$ cat src/rtl/arb_pkg.sv
// Shared helpers for round-robin arbiters: channel-index width and pointer reset rule.
package arb_pkg;

   function automatic int unsigned sel_w(input int unsigned n);
      return (n <= 1) ? 1 : $clog2(n);
   endfunction

   // Pointer resets to the last channel so channel 0 wins the first search.
   function automatic int unsigned rr_ptr_rst(input int unsigned n);
      return n - 1;
   endfunction

endpackage

$ cat src/rtl/rr_pick.sv
// Combinational round-robin picker: searches ptr+1 .. ptr (wrapping) for the first request.
module rr_pick
   import arb_pkg::*;
#(
   parameter int unsigned N    = 4,
   parameter int unsigned SELW = sel_w(N)
) (
   input  logic [N-1:0]    req,
   input  logic [SELW-1:0] ptr,
   output logic [N-1:0]    grant,
   output logic [SELW-1:0] index,
   output logic            any
);

   always_comb begin
      int unsigned idx;
      grant = '0;
      index = '0;
      any   = 1'b0;
      idx   = 0;
      for (int unsigned k = 1; k <= N; k++) begin
         idx = (int'(ptr) + k) % N;
         if (!any && req[SELW'(idx)]) begin
            any                = 1'b1;
            grant[SELW'(idx)]  = 1'b1;
            index              = SELW'(idx);
         end
      end
   end

endmodule

$ cat src/rtl/arb_mux.sv
// N-channel W-bit round-robin arbitrating mux with a one-entry registered output.
// Define ARB_MUX_LOCK_EN to add in_last/out_last and packet locking.
module arb_mux
   import arb_pkg::*;
#(
   parameter int unsigned N = 4,
   parameter int unsigned W = 32
) (
   input  logic                    clk,
   input  logic                    rst,
   input  logic [N*W-1:0]          in_data,
   input  logic [N-1:0]            in_valid,
   output logic [N-1:0]            in_ready,
`ifdef ARB_MUX_LOCK_EN
   input  logic [N-1:0]            in_last,
   output logic                    out_last,
`endif
   output logic [W-1:0]            out_data,
   output logic [sel_w(N)-1:0]     out_sel,
   output logic                    out_valid,
   input  logic                    out_ready
);

   localparam int unsigned SELW = sel_w(N);
   localparam logic [SELW-1:0] PTR_RST = SELW'(rr_ptr_rst(N));

   logic [SELW-1:0] ptr;
   logic [N-1:0]    eligible;
   logic [N-1:0]    grant;
   logic [SELW-1:0] index;
   logic            any;
   logic            load_en;
   logic [W-1:0]    sel_data;

`ifdef ARB_MUX_LOCK_EN
   logic            lock_act;
   logic [SELW-1:0] lock_ch;
   logic            sel_last;

   always_comb begin
      for (int unsigned i = 0; i < N; i++)
         eligible[i] = in_valid[i] & (~lock_act | (SELW'(i) == lock_ch));
   end

   assign sel_last = |(in_last & grant);
`else
   assign eligible = in_valid;
`endif

   rr_pick #(.N(N), .SELW(SELW)) u_pick (
      .req   (eligible),
      .ptr   (ptr),
      .grant (grant),
      .index (index),
      .any   (any)
   );

   assign load_en  = ~out_valid | out_ready;
   assign in_ready = {N{load_en}} & grant;

   always_comb begin
      sel_data = '0;
      for (int unsigned i = 0; i < N; i++)
         sel_data = sel_data | (in_data[i*W +: W] & {W{grant[i]}});
   end

   always_ff @(posedge clk or posedge rst) begin
      if (rst) begin
         out_valid <= 1'b0;
         out_data  <= '0;
         out_sel   <= '0;
         ptr       <= PTR_RST;
`ifdef ARB_MUX_LOCK_EN
         out_last  <= 1'b0;
         lock_act  <= 1'b0;
         lock_ch   <= '0;
`endif
      end else if (load_en) begin
         if (any) begin
            out_valid <= 1'b1;
            out_data  <= sel_data;
            out_sel   <= index;
            ptr       <= index;
`ifdef ARB_MUX_LOCK_EN
            out_last  <= sel_last;
            lock_act  <= ~sel_last;
            lock_ch   <= index;
`endif
         end else begin
            out_valid <= 1'b0;
         end
      end
   end

endmodule

$ cat config.mk
export PLATFORM = sky130hd
export DESIGN_NAME = arb_mux
export DESIGN_NICKNAME = d
export VERILOG_FILES = /design/src/rtl/arb_pkg.sv /design/src/rtl/rr_pick.sv /design/src/rtl/arb_mux.sv
export SDC_FILE = /design/constraint.sdc
export NUM_CORES = 1
export LEC_CHECK = 0
export CAP_MARGIN = 10
export CORE_AREA = 3 3 86 88
export CTS_CLUSTER_DIAMETER = 30
export DETAILED_ROUTE_END_ITERATION = 7
export DIE_AREA = 0 0 89 91
export PLACE_DENSITY = 0.88
export SETUP_SLACK_MARGIN = 0.2
export SYNTH_ARGS = -nofsm -noshare
export SYNTH_HDL_FRONTEND = slang
export SYNTH_SLANG_ARGS = --single-unit
$ cat constraint.sdc
create_clock -name clk -period 7.75 [get_ports clk]
set_input_delay 0.775 -clock clk [delete_from_list [all_inputs] [get_ports clk]]
set_output_delay 0.775 -clock clk [all_outputs]
set_load 0.02 [all_outputs]
Word level (Yosys, flattened, before mapping)
Index checks and enable logic that the tools add are counted.
- logic and storage cells: 69
- register bits after elaboration: 37
- reduce and logical (&&, ||, !) cells: 11
- add/subtract/negate cells: 4
- $lt $le $gt $ge: 8
- multiplexer cells: 29
- bitwise logic cells: 13
- operator list (operator ; count):
    $and A32 B32 Y32 ; 4
    $or A32 B32 Y32 ; 3
    $mux W4 ; 4
    $mux W1 ; 13
    $lt A2 B3 Y1 const B ; 4
    $or A4 B4 Y4 ; 3
    $bmux W1 S2 ; 4
    $demux W1 S2 ; 4
    $ge A2 B1 Y1 const B ; 4
    $mux W2 ; 4
    $logic_and A1 B1 Y1 ; 7
    $add A2 B1 Y2 const B ; 2
    $add A2 B2 Y2 const B ; 2
    $and A4 B4 Y4 ; 1
    $logic_not A1 Y1 ; 3
    $reduce_and A2 Y1 ; 1
    $not A1 Y1 ; 1
    $or A1 B1 Y1 ; 1

Depth between registers and ports, before layout
Gate-level depths: netlist of run 1.
- depth after elaboration: 17
- mapped depth: 11

Cells and area by module
From an unflattened synthesis of run 1, not the netlist that was laid out.
- cell total of the unflattened synthesis: 273
- area total of the unflattened synthesis: 2576.2 sq um
- by module, submodules not included (module ; instances ; cells each ; area an instance (sq um)):
    arb_mux ; 1 ; 205 ; 2050.7
    rr_pick ; 1 ; 68 ; 525.5

Least setup slack after synthesis of run 1
OpenSTA, ideal clock, no wires.
- kind: flip-flop to output port
- from: register ptr[0]
- to: output in_ready[0]
- slack: 4226 ps
- data arrival time: 2749 ps
- cell stages (with the launch flop): 12
- buffers on the path: 3
- data required time: 6975 ps
- cells stage by stage: dfstp_2 buf_6 clkinv_1 ha_1 clkbuf_1 and3b_1 o211ai_1 o21ai_1 a221o_2 buf_2 nor2_1 nor2_1
- longest elaborated chain between the ends: 14
- elaborated cells between the ends (all ways): 49
- those cells by class: add/sub (4); order compare (8); mux (23); bitwise (4); reduce/logical (10)
- ends and longest elaborated chain (item ; RTL line ; source):
    start: declaration ; arb_mux.sv:27 ; logic [SELW-1:0] ptr;
    start signal: assignment ; arb_mux.sv:83 ; ptr <= index;
    parallel branches: the longest is 12 deep, another holds $lt A2 B3 Y1 ; - ;
    $mux W4 * ; rr_pick.sv:23 ; if (!any && req[SELW'(idx)]) begin
    $and A4 B4 Y4 * ; arb_mux.sv:59 ; assign in_ready = {N{load_en}} & grant;
    end: declaration ; arb_mux.sv:13 ; output logic [N-1:0] in_ready,
Every way passes the cells marked *. The select of a mux whose other input is x is not followed.

Final worst setup path of run 1
- from: register ptr[0]
- to: output in_ready[2]
The elaborated chain is that of the path after synthesis.

==> results.py, run 1 <==
metrics = {
    "sta": {
        "rsz0062_at_grt": "false",
        "worstMarginPinSlew_ns": 0.846,
        "clock_skew_ns": 0.00885,
        "setup_tns_ns": 0,
        "fin_crit_sh_pct": 64.3,
        "hold_ws_ns": 0.491,
        "fmax_mhz": 201,
        "hold_viol": 0,
        "relSlewSlack_pct": 43.5,
        "final_max_slew_viol_count": 0,
        "period_needed_ns": 4.99,
        "setup_viol": 0,
    },
    "synthesis": {
        "yosysWarningCount": 0,
        "synthCells": 317,
        "synth_top_cell_area_share_pct": 32.8,
        "synth_most_common_cell": "nand2_1",
        "syn_area_mm2": 0.00267,
        "ys_ff_latch": 37,
        "synth_area_leader_cell": "dfrtp_1",
        "synthFlopType": "dfrtp_1",
        "yosysSeqAreaShare_pct": 34.7,
        "synth-edff-count": 0,
        "synthTopCellsByCount": "nand2_1 (43), nor2_1 (41), a21oi_1 (35), dfrtp_1 (35), a31oi_1 (34)",
        "synth_nets": 460,
        "synth_area_leaders": "dfrtp_1 (33%), a222oi_1 (12%), a31oi_1 (8.0%), a21oi_1 (6.6%), nand2_1 (6.0%)",
        "post_synth.cell_area_avg_um2": 8.43,
        "synth.distinct_cells": 46,
        "synthArstFlopShare_pct": 100,
    },
    "clock_tree": {
        "cts.reportedPaths.clkPinSlew_ns": 0.07,
        "clockRootBuffer": "clkbuf_8",
        "cts-resized-gates": 0,
        "hold_buffers": 0,
        "htreeDepth": 2,
        "cts_tree": "built",
        "cts_buffers": 5,
        "postCtsSetupBuffers": 0,
        "clockBufferDepth": 2,
        "numClockSinks": 37,
        "worstSkewPairLatency_ns": 0.29,
    },
    "drt": {
        "wl_met3_mm": 1.12,
        "drtIter0Drc": 263,
        "wl_met2_mm": 5.07,
        "drt-met1-wl_mm": 3.86,
        "wl_per_cell_um": 18.6,
        "first_pass_iters": 7,
        "ant_nets": 0,
        "vias": 3305,
        "vias_per_cell": 6.02,
        "top_layer": "met4",
        "routed_wl_mm": 10.2,
        "drc_errors": 0,
    },
    "global_routing": {
        "grt_overflow": 0,
        "grt_max_degree": 38,
        "antenna_found_initial": 0,
        "grtUsageTotal_pct": 23.8,
        "grt_pass1_wl_mm": 15.5,
        "grt_pass1_vias": 3215,
    },
    "die": {
        "fp-row-count": 30,
        "core_area_mm2": 0.00672,
        "initial_core_util_pct": 39.8,
        "die_area_mm2": 0.00810,
        "die_h_um": 91,
        "die_w_um": 89,
        "io_pins": 174,
    },
    "setup_path": {
        "crit_required_ns": 6.97,
        "crit_path_end_kind": "output pin",
        "crit_fanout": 32,
        "setup.worst_path.class": "reg -> out",
        "crit_arrival_ns": 4.21,
        "start_kind": "flop",
    },
    "power_and_ir_drop": {
        "p_sw_mw": 0.768,
        "p_leak_nw": 1.67,
        "switching_share_pct": 46.9,
        "power_density_mw_per_mm2": 369,
        "p_total_mw": 1.64,
        "power_frac_comb_pct": 68.5,
        "p_int_mw": 0.868,
        "ir_drop_mv": 0.308,
        "seqPwrFrac_pct": 22.8,
        "clockPowerShare_pct": 8.7,
    },
    "final_layout": {
        "drive_gt1_share_pct": 4.90,
        "fin_nets": 612,
        "layoutNonFillerInstCount": 549,
        "post-route-util_pct": 66.0,
        "diodes": 0,
        "syn_to_final_growth_pct": 65.9,
    },
    "placed_design": {
        "gp_congestion": 0.801,
        "dp.cells": 542,
        "io_buffers": 173,
        "dp_hpwl_mm": 7.44,
    },
    "job": {
        "cap_violations": 0,
    },
    "run_status": {
        "status": "finished, final reports clean",
    },
    "hold_path": {
        "hold_path.class": "reg -> reg",
    },
}
-- final timing paths --
check / slack [ns] / startpoint / depth (start not counted) / endpoint
max: 2.76 / ptr[0] / 7 / in_ready[2]
min: 0.49 / out_sel[1] / 2 / out_sel[1]
max reg2reg: 3.99 / ptr[0] / 8 / out_data[3]
min reg2reg: 0.49 / out_sel[1] / 2 / out_sel[1]
max in group asynchronous: 6.48 / rst / 3 / ptr[0]
min in group asynchronous: 0.91 / rst / 3 / out_data[26]
-- per-stage QoR --
step | area, um^2 | setup slack [ns]
floorplan | 2670 | 4.23
global placement | 4350 | 2.94
detailed placement | 4350 | 2.82
CTS | 4440 | 2.80
global route | 4440 | 2.56
finish | 4440 | 2.76
-- critical path, stage by stage, from the launching register on --
cell and delay (ns):
dfstp_2 0.71, clkinv_1 0.38, ha_1 0.64, mux4_2 0.45, o21ai_0 0.29, a221o_2 0.61
nor2b_1 0.21, clkdlybuf4s50_1 0.62
-- flip-flops by register name, indices dropped and copies added, names as in the netlist --
register   cells
out_data      32
out_sel        2
out_valid      1
ptr            2
-- cell type report --
cell class / instances / area, um^2
Multi-Input combinational cell: 244 / 1550
Clock buffer: 6 / 82.6
Tap cell: 80 / 100
Clock inverter: 1 / 7.51
Timing Repair Buffer: 175 / 1750
Sequential cell: 37 / 928
Fill cell: 547 / 2280
Inverter: 6 / 22.5
-- cell families after synthesis --
| kind of cell | synth area share (%) |
|---|---|
| AOI/OAI and AO/OA | 33.5 |
| DFF | 34.7 |
| buffers and inverters | 7.49 |
| adders and majority gates | 3.74 |
| and+or+nand+nor | 18.1 |
| muxes | 2.43 |
-- layout by cell type, fill, tap and decap left out, drive strengths merged, types with 2 or more instances in the layout --
cell type,n
clkdlybuf4s50,173
nand2,43
nor2,41
a21oi,35
dfrtp,35
a31oi,34
a222oi,32
ha,8
o21ai,8
clkbuf,6
inv,5
nor2b,5
a221o,4
nand3,3
mux4,2
mux2i,2
and3b,2
nor3b,2
buf,2
dfstp,2
and2,2
-- layer usage --
layer,global-route usage (%),vias to the layer above
met3,5.08,19
li1,-,1541
met1,28.5,1548
met4,7.44,0
met2,41.6,197
met5,0,-
-- power by group through the flow --
stage          clock network, mW  registers (mW)  logic (mW)
2_1_floorplan                  0           0.469       0.654
3_3_place_gp                   0           0.369        1.08
3_5_place_dp                   0           0.375        1.11
4_1_cts                    0.145           0.371        1.12
5_1_grt                    0.153           0.386        1.20
6_report                   0.143           0.373        1.12
(Power assumes the default switching activity.)
==> run 2, diff against run 1 <==
Settings changed: CORE_AREA 3 3 86 88 to 3 3 90 92, DIE_AREA 0 0 89 91 to 0 0 93 95, PLACE_DENSITY 0.88 to 0.82.
Clock period 7.75 ns to 4.95 ns, I/O delays scaled along.
==> run 2 against run 1 <==
- non-clock buffer count up 4
- global-route usage down 0.57 points
- via count decreased by 0.30%
- register-to-register slack got worse by 2.6 ns
- final area rose by 1.8%
- clock skew decreased by 0.0045 ns
- sequential power increased by 58%
- first-iteration DRC count stayed put
- sequential share of layout area decreased by 0.37 points
- combinational power up 59%
- die area rose by 9.1%
- clock power rose by 92%
==> results.py, run 2 (same netlist as run 1, synthesis figures left out) <==
metrics = {
    "power_and_ir_drop": {
        "power_frac_comb_pct": 67.3,
        "p_leak_nw": 1.71,
        "p_total_mw": 2.64,
        "p_int_mw": 1.44,
        "clockPowerShare_pct": 10.3,
        "p_sw_mw": 1.20,
        "switching_share_pct": 45.4,
        "ir_drop_mv": 0.793,
        "power_density_mw_per_mm2": 586,
        "seqPwrFrac_pct": 22.3,
    },
    "setup_path": {
        "crit_slowest_cell": "dfstp_2",
        "crit_chain": "clkinv_1 > ha_1 > mux4_2 > and2_2 > nor2_1 > nor2_1 > clkdlybuf4s50_1",
        "crit_path_end_kind": "output pin",
        "start_kind": "flop",
        "critPathMaxStageDelay_ns": 0.69,
        "crit_required_ns": 4.45,
        "cp_common_cell": "nor2_1",
        "critPathBufInv": 2,
        "crit_fanout": 33,
        "rr_worst_depth": 8,
        "setup.worst_path.class": "reg -> out",
        "crit_arrival_ns": 3.73,
        "cp.depth": 7,
        "crit_family": "buffers and inverters",
    },
    "final_layout": {
        "diodes": 0,
        "final_cell_mix": "clkdlybuf4s50_1 (173), nand2_1 (43), nor2_1 (40), a21oi_1 (35), dfrtp_1 (35)",
        "drive_gt1_share_pct": 5.70,
        "fin_nets": 616,
        "layout_commonest_cell": "clkdlybuf4s50_1",
        "post-route-util_pct": 61.9,
        "top_register": "out_data",
        "largest_register_ffs": 32,
        "syn_to_final_growth_pct": 68.9,
        "largest_registers": "out_data (32), out_sel (2), ptr (2)",
        "fillers": 620,
    },
    "run_status": {
        "status": "finished, final reports clean",
    },
    "die": {
        "die_w_um": 93,
        "io_pins": 174,
        "initial_core_util_pct": 36.7,
        "die_h_um": 95,
        "die_area_mm2": 0.00884,
        "fp-row-count": 31,
        "core_area_mm2": 0.00729,
    },
    "clock_tree": {
        "htreeDepth": 2,
        "clockBufferDepth": 2,
        "cts_buffers": 5,
        "numClockSinks": 37,
        "cts.reportedPaths.clkPinSlew_ns": 0.08,
        "clockRootBuffer": "clkbuf_8",
        "postCtsSetupBuffers": 0,
        "cts-resized-gates": 0,
        "hold_buffers": 0,
        "worstSkewPairLatency_ns": 0.28,
        "cts_tree": "built",
    },
    "global_routing": {
        "grt_pass1_vias": 3203,
        "grt_max_degree": 38,
        "grt_pass1_wl_mm": 16.5,
        "grt_overflow": 0,
        "antenna_found_initial": 0,
        "grtUsageTotal_pct": 23.2,
    },
    "sta": {
        "clock_skew_ns": 0.00434,
        "worstMarginPinSlew_ns": 0.752,
        "relSlewSlack_pct": 49.8,
        "hold_viol": 0,
        "setup_viol": 0,
        "setup_slack_ns": 0.720,
        "period_needed_ns": 4.23,
        "fin_crit_sh_pct": 85.4,
        "fmax_mhz": 236,
        "rsz0062_at_grt": "false",
        "setup_tns_ns": 0,
        "final_max_slew_viol_count": 0,
    },
    "drt": {
        "vias_per_cell": 5.75,
        "first_pass_iters": 6,
        "wl_per_cell_um": 18.1,
        "vias": 3295,
        "routed_wl_mm": 10.4,
        "drtIter0Drc": 263,
        "ant_nets": 0,
        "drc_errors": 0,
    },
    "placed_design": {
        "dp_hpwl_mm": 7.73,
        "dp_slack_ns": 1.05,
        "io_buffers": 173,
        "gp_congestion": 0.903,
    },
    "job": {
        "cap_violations": 0,
    },
    "hold_path": {
        "hold_depth": 2,
        "hold_path.class": "reg -> reg",
    },
}
## run 2: path summary, 6_finish.rpt
path	endpoint	start	slack (ns)
setup / recovery	in_ready[0]	ptr[0]	0.72
hold / removal	out_sel[1]	out_sel[1]	0.49
setup reg to reg	out_data[28]	ptr[0]	1.36
hold reg to reg	out_sel[1]	out_sel[1]	0.49
max in group asynchronous	ptr[0]	rst	3.95
min in group asynchronous	out_data[30]	rst	0.64
## run 2: worst reg2reg max path, cell delays in order, from the launching register on
cell and delay (ns):
dfstp_2 0.69, clkinv_1 0.36, ha_1 0.63, mux4_2 0.45
a22o_1 0.27, a221o_2 0.31, buf_4 0.24, a222oi_1 0.37
a31oi_1 0.14
## run 2: layer usage
metal / wire length, um / part of all wire (%) / GRT usage (%) / vias up
met4: 131 / 1.3 / 5.86 / 0
met5: 0 / 0 / 0 / -
li1: - / - / - / 1543
met1: 3910 / 38 / 28.3 / 1548
met3: 1210 / 12 / 7.01 / 13
met2: 5110 / 49 / 40.1 / 191
## run 2: cell type report
cell class / instances / area, um^2 / area share [%]
inverters: 6 / 22.5 / 0.499
flip-flops and latches: 37 / 928 / 20.6
well taps: 99 / 124 / 2.74
repair buffers: 179 / 1780 / 39.3
clock buffers: 7 / 86.3 / 1.91
multi-input cells: 244 / 1550 / 34.3
clock inverters: 1 / 30.0 / 0.665
## run 2: power by group through the flow
stage               clock, mW  sequential [mW]  combinational, mW
floorplan                   0            0.734               1.02
global placement            0            0.583               1.76
detailed placement          0            0.597               1.79
CTS                     0.282            0.591               1.80
global route            0.294            0.615               1.95
finish                  0.274            0.591               1.78
## run 2: stage by stage
step	instance area, um^2	hold slack, ns	cells
3_5_place_dp	4400	0.474	565
2_1_floorplan	2670	0.590	317
4_1_cts	4520	0.502	573
6_report	4520	0.491	573
5_1_grt	4520	0.540	573
3_3_place_gp	4400	0.466	565
